**src/rtl/uart_rx_in_pkg.sv**
```systemverilog
// Shared definitions for the uart_rx_in serial receiver: FSM encoding and frame geometry.
// Optional even-parity support is selected by the UART_RX_PARITY_EN macro.
package uart_rx_in_pkg;

    localparam int UART_CLK_DIV_DEFAULT = 16;
    localparam int UART_DATA_W_DEFAULT  = 8;

`ifdef UART_RX_PARITY_EN
    localparam int UART_PARITY_BITS = 1;
`else
    localparam int UART_PARITY_BITS = 0;
`endif

    // start + data + optional parity + stop
    function automatic int uart_frame_bits(input int data_w);
        return 1 + data_w + UART_PARITY_BITS + 1;
    endfunction

    localparam int UART_FRAME_BITS = uart_frame_bits(UART_DATA_W_DEFAULT);

    typedef enum logic [2:0] {
        ST_IDLE   = 3'd0,
        ST_START  = 3'd1,
        ST_DATA   = 3'd2,
        ST_STOP   = 3'd3,
        ST_BREAK  = 3'd4,
        ST_PARITY = 3'd5
    } uart_state_t;

endpackage

```
**src/rtl/uart_rx_in_if.sv**
```systemverilog
// Receiver-to-input-module bus: received byte, write strobe and status.
// perr exists only when UART_RX_PARITY_EN is defined.
interface uart_rx_in_if #(
    parameter int DATA_W = 8
);
    logic [DATA_W-1:0] odata;
    logic              we;
    logic              ferr;
    logic              busy;
`ifdef UART_RX_PARITY_EN
    logic              perr;
`endif

    modport master (
        output odata,
        output we,
        output ferr,
`ifdef UART_RX_PARITY_EN
        output perr,
`endif
        output busy
    );

    modport slave (
        input odata,
        input we,
        input ferr,
`ifdef UART_RX_PARITY_EN
        input perr,
`endif
        input busy
    );

endinterface

```
**src/rtl/uart_rx_in_bit_timer.sv**
```systemverilog
// Bit-period divider: loads half a bit period on a start edge, then ticks once per full bit.
// The tick lands in the middle of each serial bit.
module uart_bit_timer #(
    parameter int CLK_DIV = 16
) (
    input  logic clk,
    input  logic rst,
    input  logic i_load_half,
    input  logic i_run,
    output logic o_tick
);

    localparam int CW = (CLK_DIV > 2) ? $clog2(CLK_DIV) : 1;
    localparam logic [CW-1:0] HALF_LOAD = CW'(CLK_DIV / 2 - 1);
    localparam logic [CW-1:0] FULL_LOAD = CW'(CLK_DIV - 1);

    logic [CW-1:0] r_cnt;

    // NOTE: synchronous reset lives inside the clocked block, and state uses <= only.
    always_ff @(posedge clk) begin
        if (rst) begin
            r_cnt <= '0;
        end else if (i_load_half) begin
            r_cnt <= HALF_LOAD;
        end else if (i_run) begin
            if (r_cnt == '0) begin
                r_cnt <= FULL_LOAD;
            end else begin
                r_cnt <= r_cnt - 1'b1;
            end
        end
    end

    assign o_tick = i_run && !i_load_half && (r_cnt == '0);

endmodule

```
**src/rtl/uart_rx_in.sv**
```systemverilog
// 8N1 serial receiver feeding the CPU input module's idata/we pins.
// Define UART_RX_PARITY_EN to insert an even-parity bit before stop and add bus.perr.
module uart_rx_in
    import uart_rx_in_pkg::*;
#(
    parameter int CLK_DIV = UART_CLK_DIV_DEFAULT,
    parameter int DATA_W  = UART_DATA_W_DEFAULT
) (
    input  logic          clk,
    input  logic          rst,
    input  logic          rxd,
    uart_rx_in_if.master  bus
);

    localparam int BW = (DATA_W > 1) ? $clog2(DATA_W) : 1;

    logic              r_sync1;
    logic              r_sync2;
    uart_state_t       r_state;
    logic [BW-1:0]     r_bitcnt;
    logic [DATA_W-1:0] r_shift;
    logic [DATA_W-1:0] r_odata;
    logic              r_we;
    logic              r_ferr;
    logic              r_busy;
`ifdef UART_RX_PARITY_EN
    logic              r_par;
    logic              r_perr;
`endif

    logic w_rxd_s;
    logic w_load_half;
    logic w_run;
    logic w_tick;

    // Two-flop synchronizer; resets to the idle line level so reset never fakes a start bit.
    always_ff @(posedge clk) begin
        if (rst) begin
            r_sync1 <= 1'b1;
            r_sync2 <= 1'b1;
        end else begin
            r_sync1 <= rxd;
            r_sync2 <= r_sync1;
        end
    end

    assign w_rxd_s     = r_sync2;
    assign w_load_half = (r_state == ST_IDLE) && !w_rxd_s;
    assign w_run       = (r_state == ST_START) || (r_state == ST_DATA) ||
                         (r_state == ST_PARITY) || (r_state == ST_STOP);

    uart_bit_timer #(
        .CLK_DIV (CLK_DIV)
    ) u_bit_timer (
        .clk         (clk),
        .rst         (rst),
        .i_load_half (w_load_half),
        .i_run       (w_run),
        .o_tick      (w_tick)
    );

    always_ff @(posedge clk) begin
        if (rst) begin
            r_state  <= ST_IDLE;
            r_bitcnt <= '0;
            r_shift  <= '0;
            r_odata  <= '0;
            r_we     <= 1'b0;
            r_ferr   <= 1'b0;
            r_busy   <= 1'b0;
`ifdef UART_RX_PARITY_EN
            r_par    <= 1'b0;
            r_perr   <= 1'b0;
`endif
        end else begin
            r_we   <= 1'b0;
            r_ferr <= 1'b0;
`ifdef UART_RX_PARITY_EN
            r_perr <= 1'b0;
`endif
            case (r_state)
                ST_IDLE: begin
                    if (!w_rxd_s) begin
                        r_state <= ST_START;
                        r_busy  <= 1'b1;
                    end
                end

                ST_START: begin
                    if (w_tick) begin
                        if (w_rxd_s) begin
                            r_state <= ST_IDLE;
                            r_busy  <= 1'b0;
                        end else begin
                            r_state  <= ST_DATA;
                            r_bitcnt <= '0;
                        end
                    end
                end

                ST_DATA: begin
                    if (w_tick) begin
                        // LSB arrives first, so shifting in from the top leaves it at bit 0.
                        r_shift <= {w_rxd_s, r_shift[DATA_W-1:1]};
                        if (r_bitcnt == BW'(DATA_W - 1)) begin
`ifdef UART_RX_PARITY_EN
                            r_state <= ST_PARITY;
`else
                            r_state <= ST_STOP;
`endif
                        end else begin
                            r_bitcnt <= r_bitcnt + 1'b1;
                        end
                    end
                end

`ifdef UART_RX_PARITY_EN
                ST_PARITY: begin
                    if (w_tick) begin
                        r_par   <= w_rxd_s;
                        r_state <= ST_STOP;
                    end
                end
`endif

                ST_STOP: begin
                    if (w_tick) begin
                        if (w_rxd_s) begin
`ifdef UART_RX_PARITY_EN
                            if ((^r_shift) ^ r_par) begin
                                r_perr <= 1'b1;
                            end else begin
                                r_odata <= r_shift;
                                r_we    <= 1'b1;
                            end
`else
                            r_odata <= r_shift;
                            r_we    <= 1'b1;
`endif
                            r_state <= ST_IDLE;
                            r_busy  <= 1'b0;
                        end else begin
                            r_ferr  <= 1'b1;
                            r_state <= ST_BREAK;
                        end
                    end
                end

                // A line held low after a bad stop must go high before a new start is accepted.
                ST_BREAK: begin
                    if (w_rxd_s) begin
                        r_state <= ST_IDLE;
                        r_busy  <= 1'b0;
                    end
                end

                default: begin
                    r_state <= ST_IDLE;
                    r_busy  <= 1'b0;
                end
            endcase
        end
    end

    assign bus.odata = r_odata;
    assign bus.we    = r_we;
    assign bus.ferr  = r_ferr;
    assign bus.busy  = r_busy;
`ifdef UART_RX_PARITY_EN
    assign bus.perr  = r_perr;
`endif

endmodule

```
**src/flat_wrapper.sv**
```systemverilog
// flat-port wrapper written by rule: the top's interface ports become plain ports
module uart_rx_in_flat import uart_rx_in_pkg::*;
#(
    parameter int CLK_DIV = UART_CLK_DIV_DEFAULT,
    parameter int DATA_W  = UART_DATA_W_DEFAULT
)
  (clk, rst, rxd, bus_odata, bus_we, bus_ferr, bus_busy);
  uart_rx_in_if #(.DATA_W(DATA_W)) bus_i ();
  input  logic clk;
  input  logic rst;
  input  logic rxd;
  output wire logic [$bits(bus_i.odata)-1:0] bus_odata;
  output wire logic [$bits(bus_i.we)-1:0] bus_we;
  output wire logic [$bits(bus_i.ferr)-1:0] bus_ferr;
  output wire logic [$bits(bus_i.busy)-1:0] bus_busy;
  assign bus_odata = bus_i.odata;
  assign bus_we = bus_i.we;
  assign bus_ferr = bus_i.ferr;
  assign bus_busy = bus_i.busy;
  uart_rx_in #(.CLK_DIV(CLK_DIV), .DATA_W(DATA_W)) u_core (.clk(clk), .rst(rst), .rxd(rxd), .bus(bus_i));
endmodule
```
**config.mk**
```make
export PLATFORM = sky130hd
export DESIGN_NAME = uart_rx_in_flat
export DESIGN_NICKNAME = d
export VERILOG_FILES = /design/src/rtl/uart_rx_in_pkg.sv /design/src/rtl/uart_rx_in_if.sv /design/src/rtl/uart_rx_in_bit_timer.sv /design/src/rtl/uart_rx_in.sv /design/src/flat_wrapper.sv
export SDC_FILE = /design/constraint.sdc
export NUM_CORES = 1
export LEC_CHECK = 0
export ABC_AREA = 1
export CAP_MARGIN = 40
export CELL_PAD_IN_SITES_DETAIL_PLACEMENT = 1
export CELL_PAD_IN_SITES_GLOBAL_PLACEMENT = 1
export CORE_MARGIN = 2
export CORE_UTILIZATION = 36
export DETAILED_ROUTE_END_ITERATION = 6
export MAX_ROUTING_LAYER = met4
export PLACE_DENSITY_LB_ADDON = 0.1
export SLEW_MARGIN = 10
export SYNTH_ARGS = -nofsm -noshare
export SYNTH_HDL_FRONTEND = slang
export SYNTH_SLANG_ARGS = --single-unit
```
**constraint.sdc**
```tcl
create_clock -name clk -period 1.45 [get_ports clk]
set_clock_uncertainty 0.05 [all_clocks]
set_input_delay 0.3625 -clock clk [delete_from_list [all_inputs] [get_ports clk]]
set_output_delay 0.3625 -clock clk [all_outputs]
set_load 0.1 [all_outputs]
```
# Word level (Yosys, flattened, before mapping)
# Index checks and enable logic that the tools add are counted.
totals:
  mem_bits_rw: 0
  word_cells: 74
  ff_bits: 31
  latchBits: 0
  inputBits: 3
  rom_bits: 0
  mem_count: 0
op_classes:
  shift: 0
  n_bitwise: 3
  n_addsub: 2
  reduce_logical: 20
  n_eq_ne: 15
  muxes: 23
  order_cmp: 0
  div_mod_pow: 0
  n_mul: 0
op_table:
  columns: ["operator", "n"]
  rows:
  - ["3-bit 2-to-1 mux", 13]
  - ["3-bit case mux with 5 select lines", 1]
  - ["2-bit inequality test (second input constant)", 7]
  - ["3-bit == test (second input constant)", 3]
  - ["3-bit by 2-bit == test with 1-bit output (second input constant)", 2]
  - ["3-bit case mux with 2 select lines", 1]
  - ["3-bit AND reduction", 2]
  - ["6-bit AND reduction", 1]
  - ["1-bit 2-to-1 mux", 5]
  - ["5-bit AND reduction", 1]
  - ["4-bit zero test", 1]
  - ["4-bit 2-to-1 mux", 1]
  - ["2-bit by 1-bit inequality test with 1-bit output (second input constant)", 2]
  - ["1-bit case mux with 4 select lines", 1]
  - ["2-bit nonzero test", 2]
  - ["2-bit OR reduction", 2]
  - ["4-bit by 1-bit subtractor with 4-bit output (second input constant)", 1]
  - ["3-bit by 1-bit adder with 3-bit output (second input constant)", 1]
  - ["3-bit by 1-bit == test with 1-bit output (second input constant)", 1]
  - ["1-bit logical AND", 3]
  - ["3-bit zero test", 1]
  - ["1-bit logical OR", 3]
  - ["1-bit inverter", 3]
  - ["3-bit OR reduction", 1]
  - ["3 further kinds", 4]

# Longest topological paths before layout
logic_depth:
  word_depth: 8
  ltp_mapped: 8

# Modules after synthesis
# A second synthesis with hierarchy kept.
unflattened:
  cells_unflattened: 192
  area_unflattened_um2: 1397.6
by_module_without_submodules:
  columns: ["module", "cells_each", "instances", "area_each_um2"]
  rows:
  - ["uart_rx_in", 154, 1, 1173.6]
  - ["uart_bit_timer", 38, 1, 224.0]

# Worst setup path after synthesis
# No wires, ideal clock.
synth_path:
  kind: "register to register"
  start: "register u_core.u_bit_timer.r_cnt[0]"
  end: "register u_core.r_shift[7]"
  slack_ns: 0.056
  setup_time_ns: 0.118
  synth_period_minus_slack_ns: 1.394
  arrival_ns: 1.226
  required_ns: 1.282
  n_path_buf: 0
  stages_incl_launch_ff: 8
  cell_sequence: "dfxtp_1 > inv_1 > ha_1 > nand3_2 > nor2_4 > inv_2 > o21ai_1 > a21oi_1"
synth_via:
  elab_chain_len: 3
synth_rtl:
  columns: ["element", "line", "text"]
  rows:
  - ["from (decl)", "uart_rx_in_bit_timer.sv:17", "logic [CW-1:0] r_cnt;"]
  - ["from (signal assigned)", "uart_rx_in_bit_timer.sv:29", "r_cnt <= r_cnt - 1'b1;"]
  - ["4-bit zero test", "uart_rx_in_bit_timer.sv:34", "assign o_tick = i_run && !i_load_half && (r_cnt == '0);"]
  - ["1-bit logical AND", "uart_rx_in_bit_timer.sv:34", null]
  - ["2-bit AND reduction (no source line)", null, null]
  - ["to (signal assigned)", "uart_rx_in.sv:104", "r_shift <= {w_rxd_s, r_shift[DATA_W-1:1]};"]
  - ["to (decl)", "uart_rx_in.sv:21", "logic [DATA_W-1:0] r_shift;"]
# No other way between the ends.
# A chain may end at the register's enable or synchronous reset.

# Worst setup path in the final report
layout_path:
  start: "register u_core.u_bit_timer.r_cnt[1]"
  end: "register u_core.r_shift[7]"
# The elaborated chain is that of the path after synthesis.

==> summary.txt <==
Global routing
  • Number of global-route vias before repair: 1338
  • Total congestion overflow: 0
  • Antenna violations before repair: 0
  • Global-route wire length before repair: 6.20 mm
  • Overall routing resource usage: 0.196
  • Pin count of the biggest net entering global routing: 16

Clock network
  • Clock sink total: 31
  • Latest clock arrival within the worst-skew pair: 0.28 ns
  • H-tree lvl count: 2
  • Total CTS buffers: 5
  • Clock tree from TritonCTS: yes
  • Clock root buffer: sky130_fd_sc_hd__clkbuf_8
  • Maximum clock insertion buffer count: 2
  • CTS clock-pin slew for the worst setup and hold paths: 0.07 ns
  • Hold Buf Count CTS: 0

Placement
  • Placed instance area: 1730 µm²
  • Number of placed cells counting well taps: 243
  • Routability congestion estimate from global placement: 0.741
  • DP HPWL: 2.50 mm
  • Input/output buffers: 13
  • Place WS: -0.118 ns

STA
  • Final-layout worst hold slack: 0.370 ns
  • Final-report max-slew violation count: 0
  • Post-layout minimum cycle time: 1.47 ns
  • Measured slew at the worst slew-check pin: 0.500 ns
  • Setup repair after global routing missed its margin: true
  • Max-Slew Margin vs Limit: 0.667
  • PnR worst setup slack: -0.0165 ns
  • Final Hold Fails: 0
  • Sum of negative setup slack: -0.0165 ns
  • Final cycle utilization of the critical path: 1.01
  • Final number of setup-violating endpoints: 1
  • Top achievable clock speed: 0.682 GHz

Setup path
  • Critical path capture point type: register
  • Data required, critical path: 1.58 ns
  • Endpoint arrival time on the critical path: 1.59 ns
  • Kind of start point of the critical path: register
  • Crit Path Class: reg -> reg
  • Critical-path maximum fanout: 8

Run
  • Number of maximum-capacitance constraint violations: 0

Drt
  • Routed wire length per instance: 14.1 µm
  • Residual antenna-violating net count after detailed routing: 0
  • 1st-pass router iterations: 4
  • Via Count: 1275
  • Initial DRC Count: 34
  • # DRC: 0
  • Post-DR vias/cell: 4.96
  • Aggregate routed wire length: 3.63 mm

Floorplanning
  • Overall die width: 65.9 µm
  • Initial Util: 0.377
  • I/O pin count: 14
  • Core area: 3660 µm²
  • # rows: 22
  • Die boundary height: 65.9 µm
  • Die ar.: 4340 µm²

Synthesis
  • Most numerous cell types in the synthesized netlist: 33 x sky130_fd_sc_hd__nand2_1, 31 x sky130_fd_sc_hd__dfxtp_1, 28 x sky130_fd_sc_hd__nor2_1
  • Number of instances in the synthesized netlist: 179
  • Number of unique standard cell types used by synthesis: 27
  • Combined area of all synthesized cells: 1380 µm²
  • Mapped Nets: 185
  • Part of the Yosys area used for sequential elements: 0.450
  • Ranking of synthesized cells by area: sky130_fd_sc_hd__dfxtp_1 45%, sky130_fd_sc_hd__nand2_1 9.0%, sky130_fd_sc_hd__nor2_1 7.6%, sky130_fd_sc_hd__nand3_1 5.4%, sky130_fd_sc_hd__a21oi_1 5.1%
  • Number of enable flip-flop cells after synthesis: 0
  • Cell type contributing the most total cell area after synthesis: sky130_fd_sc_hd__dfxtp_1
  • Predominant post-synthesis flop cell: sky130_fd_sc_hd__dfxtp_1
  • Yosys Warn Count: 0
  • Post-synth top area share: 0.450
  • Average cell area after synthesis: 7.70 µm²
  • Dominant cell by count in the synthesized netlist: sky130_fd_sc_hd__nand2_1
  • FF+latch count, synth: 31
  • Asr flop ratio synth: 0

Cells and area
  • Post-layout util: 0.547
  • Area of all placed cells without fillers: 2000 µm²
  • Fraction of layout cells with a size suffix above 1: 0.316
  • Non-filler cells, final: 257
  • Final Net Count: 214
  • Antenna fix cells: 0
  • Area overhead of the layout relative to synthesis: 45.2%

Run status
  • Violations in the final reports: negative setup slack
  • Status: finished with violations

Pwr
  • Combinational fraction of design power: 0.503
  • Leakage power of the design: 0.843 nW
  • Worst ir drop on vdd: 0.837 mV
  • Clock network fraction of design power: 0.206
  • Power consumption: 4.25 mW
  • Part of the total power dissipated in sequential elements: 0.291
  • Switching power: 1.69 mW
  • Internal Pwr Total: 2.56 mW
  • Switching Fraction: 0.397
  • Power density over the cells: 2120 nW/µm²

Min path
  • Classification of the worst-slack hold path: reg -> reg
[repair_timing]
item / 4_1_cts / 5_1_grt
resized for setup: 19 / 11
cloned: 1 / 0
pin swaps: 4 / 5
endpoints found under the setup margin: 12 / 19
buffers inserted: 3 / 2
[worst max-delay path, stage by stage (launching register included)]
cell	delay (ns)
sky130_fd_sc_hd__dfxtp_2	0.33
sky130_fd_sc_hd__inv_2	0.08
sky130_fd_sc_hd__ha_4	0.16
sky130_fd_sc_hd__nand3_4	0.09
sky130_fd_sc_hd__buf_12	0.15
sky130_fd_sc_hd__nor2_4	0.22
sky130_fd_sc_hd__inv_4	0.10
sky130_fd_sc_hd__o21ai_2	0.12
sky130_fd_sc_hd__a21oi_1	0.05
[cell type report]
| cell class | count | area [µm²] |
|---|---|---|
| inverter | 18 | 72.6 |
| clock inverter | 2 | 35.0 |
| tap | 48 | 60.1 |
| multi-input combinational | 125 | 733 |
| fill | 442 | 1660 |
| clock buffer | 6 | 82.6 |
| timing repair buffer | 27 | 390 |
| sequential | 31 | 628 |
[flip-flops by register name, indices dropped and copies added (netlist names)]
name and cells:
u_core.bus.busy 1, u_core.bus.ferr 1, u_core.bus.odata 8, u_core.bus.we 1, u_core.r_bitcnt 3, u_core.r_shift 8
u_core.r_state 3, u_core.r_sync1 1, u_core.r_sync2 1, u_core.u_bit_timer.r_cnt 4
[placed cells by master, fill, tap and decap left out, types with 2 or more instances in the layout]
cell type and count:
sky130_fd_sc_hd__o21ai_0 10, sky130_fd_sc_hd__nor2_4 2, sky130_fd_sc_hd__buf_12 12, sky130_fd_sc_hd__a21oi_1 12
sky130_fd_sc_hd__buf_6 2, sky130_fd_sc_hd__inv_2 2, sky130_fd_sc_hd__or2_2 2, sky130_fd_sc_hd__clkdlybuf4s50_1 2
sky130_fd_sc_hd__dfxtp_2 3, sky130_fd_sc_hd__nand2_1 33, sky130_fd_sc_hd__inv_4 2, sky130_fd_sc_hd__nor4_1 2
sky130_fd_sc_hd__a31oi_1 2, sky130_fd_sc_hd__nand2_4 2, sky130_fd_sc_hd__clkbuf_8 6, sky130_fd_sc_hd__inv_1 14
sky130_fd_sc_hd__nand3_1 14, sky130_fd_sc_hd__nor2_1 23, sky130_fd_sc_hd__nor2_2 5, sky130_fd_sc_hd__nand3_4 3
sky130_fd_sc_hd__dfxtp_1 27, sky130_fd_sc_hd__a21oi_2 2, sky130_fd_sc_hd__o21ai_2 4, sky130_fd_sc_hd__buf_4 10
[layer usage]
layer	vias to the layer above	track usage	routed length, µm
met2	14	0.348	1930
met4	0	0.0703	75
met5	-	-	0
met1	612	0.209	1540
met3	9	0.0511	90
li1	640	-	-
[cells by family (layout without fill, tap and decap cells)]
logic type               count (synthesis)  in the layout  share of synthesized area
buffers and inverters                   23             53                     0.0662
AO/OA/AOI/OAI                           31             31                      0.119
flip-flops                              31             31                      0.450
AND/OR/NAND/NOR                         91             91                      0.338
adder cells (fa/ha/maj)                  3              3                     0.0272
[final timing paths]
kind                                             startpoint                end  slack, ns  cells after the start
worst max-delay path            u_core.u_bit_timer.r_cnt[1]  u_core.r_shift[7]      -0.02                      8
worst min-delay path                         u_core.r_sync1     u_core.r_sync2       0.37                      1
worst max register to register  u_core.u_bit_timer.r_cnt[1]  u_core.r_shift[7]      -0.02                      8
worst min register to register               u_core.r_sync1     u_core.r_sync2       0.37                      1
[power groups by stage]
stage          Sequential [mW]  Clock (mW)  Combinational (mW)
6_report                  1.23       0.876                2.14
5_1_grt                   1.27       0.938                2.36
4_1_cts                   1.22       0.896                2.03
3_5_place_dp              1.23           0                1.68
3_3_place_gp              1.22           0                1.61
2_1_floorplan             1.26           0                1.09
Power figures use the tool's default switching activity.
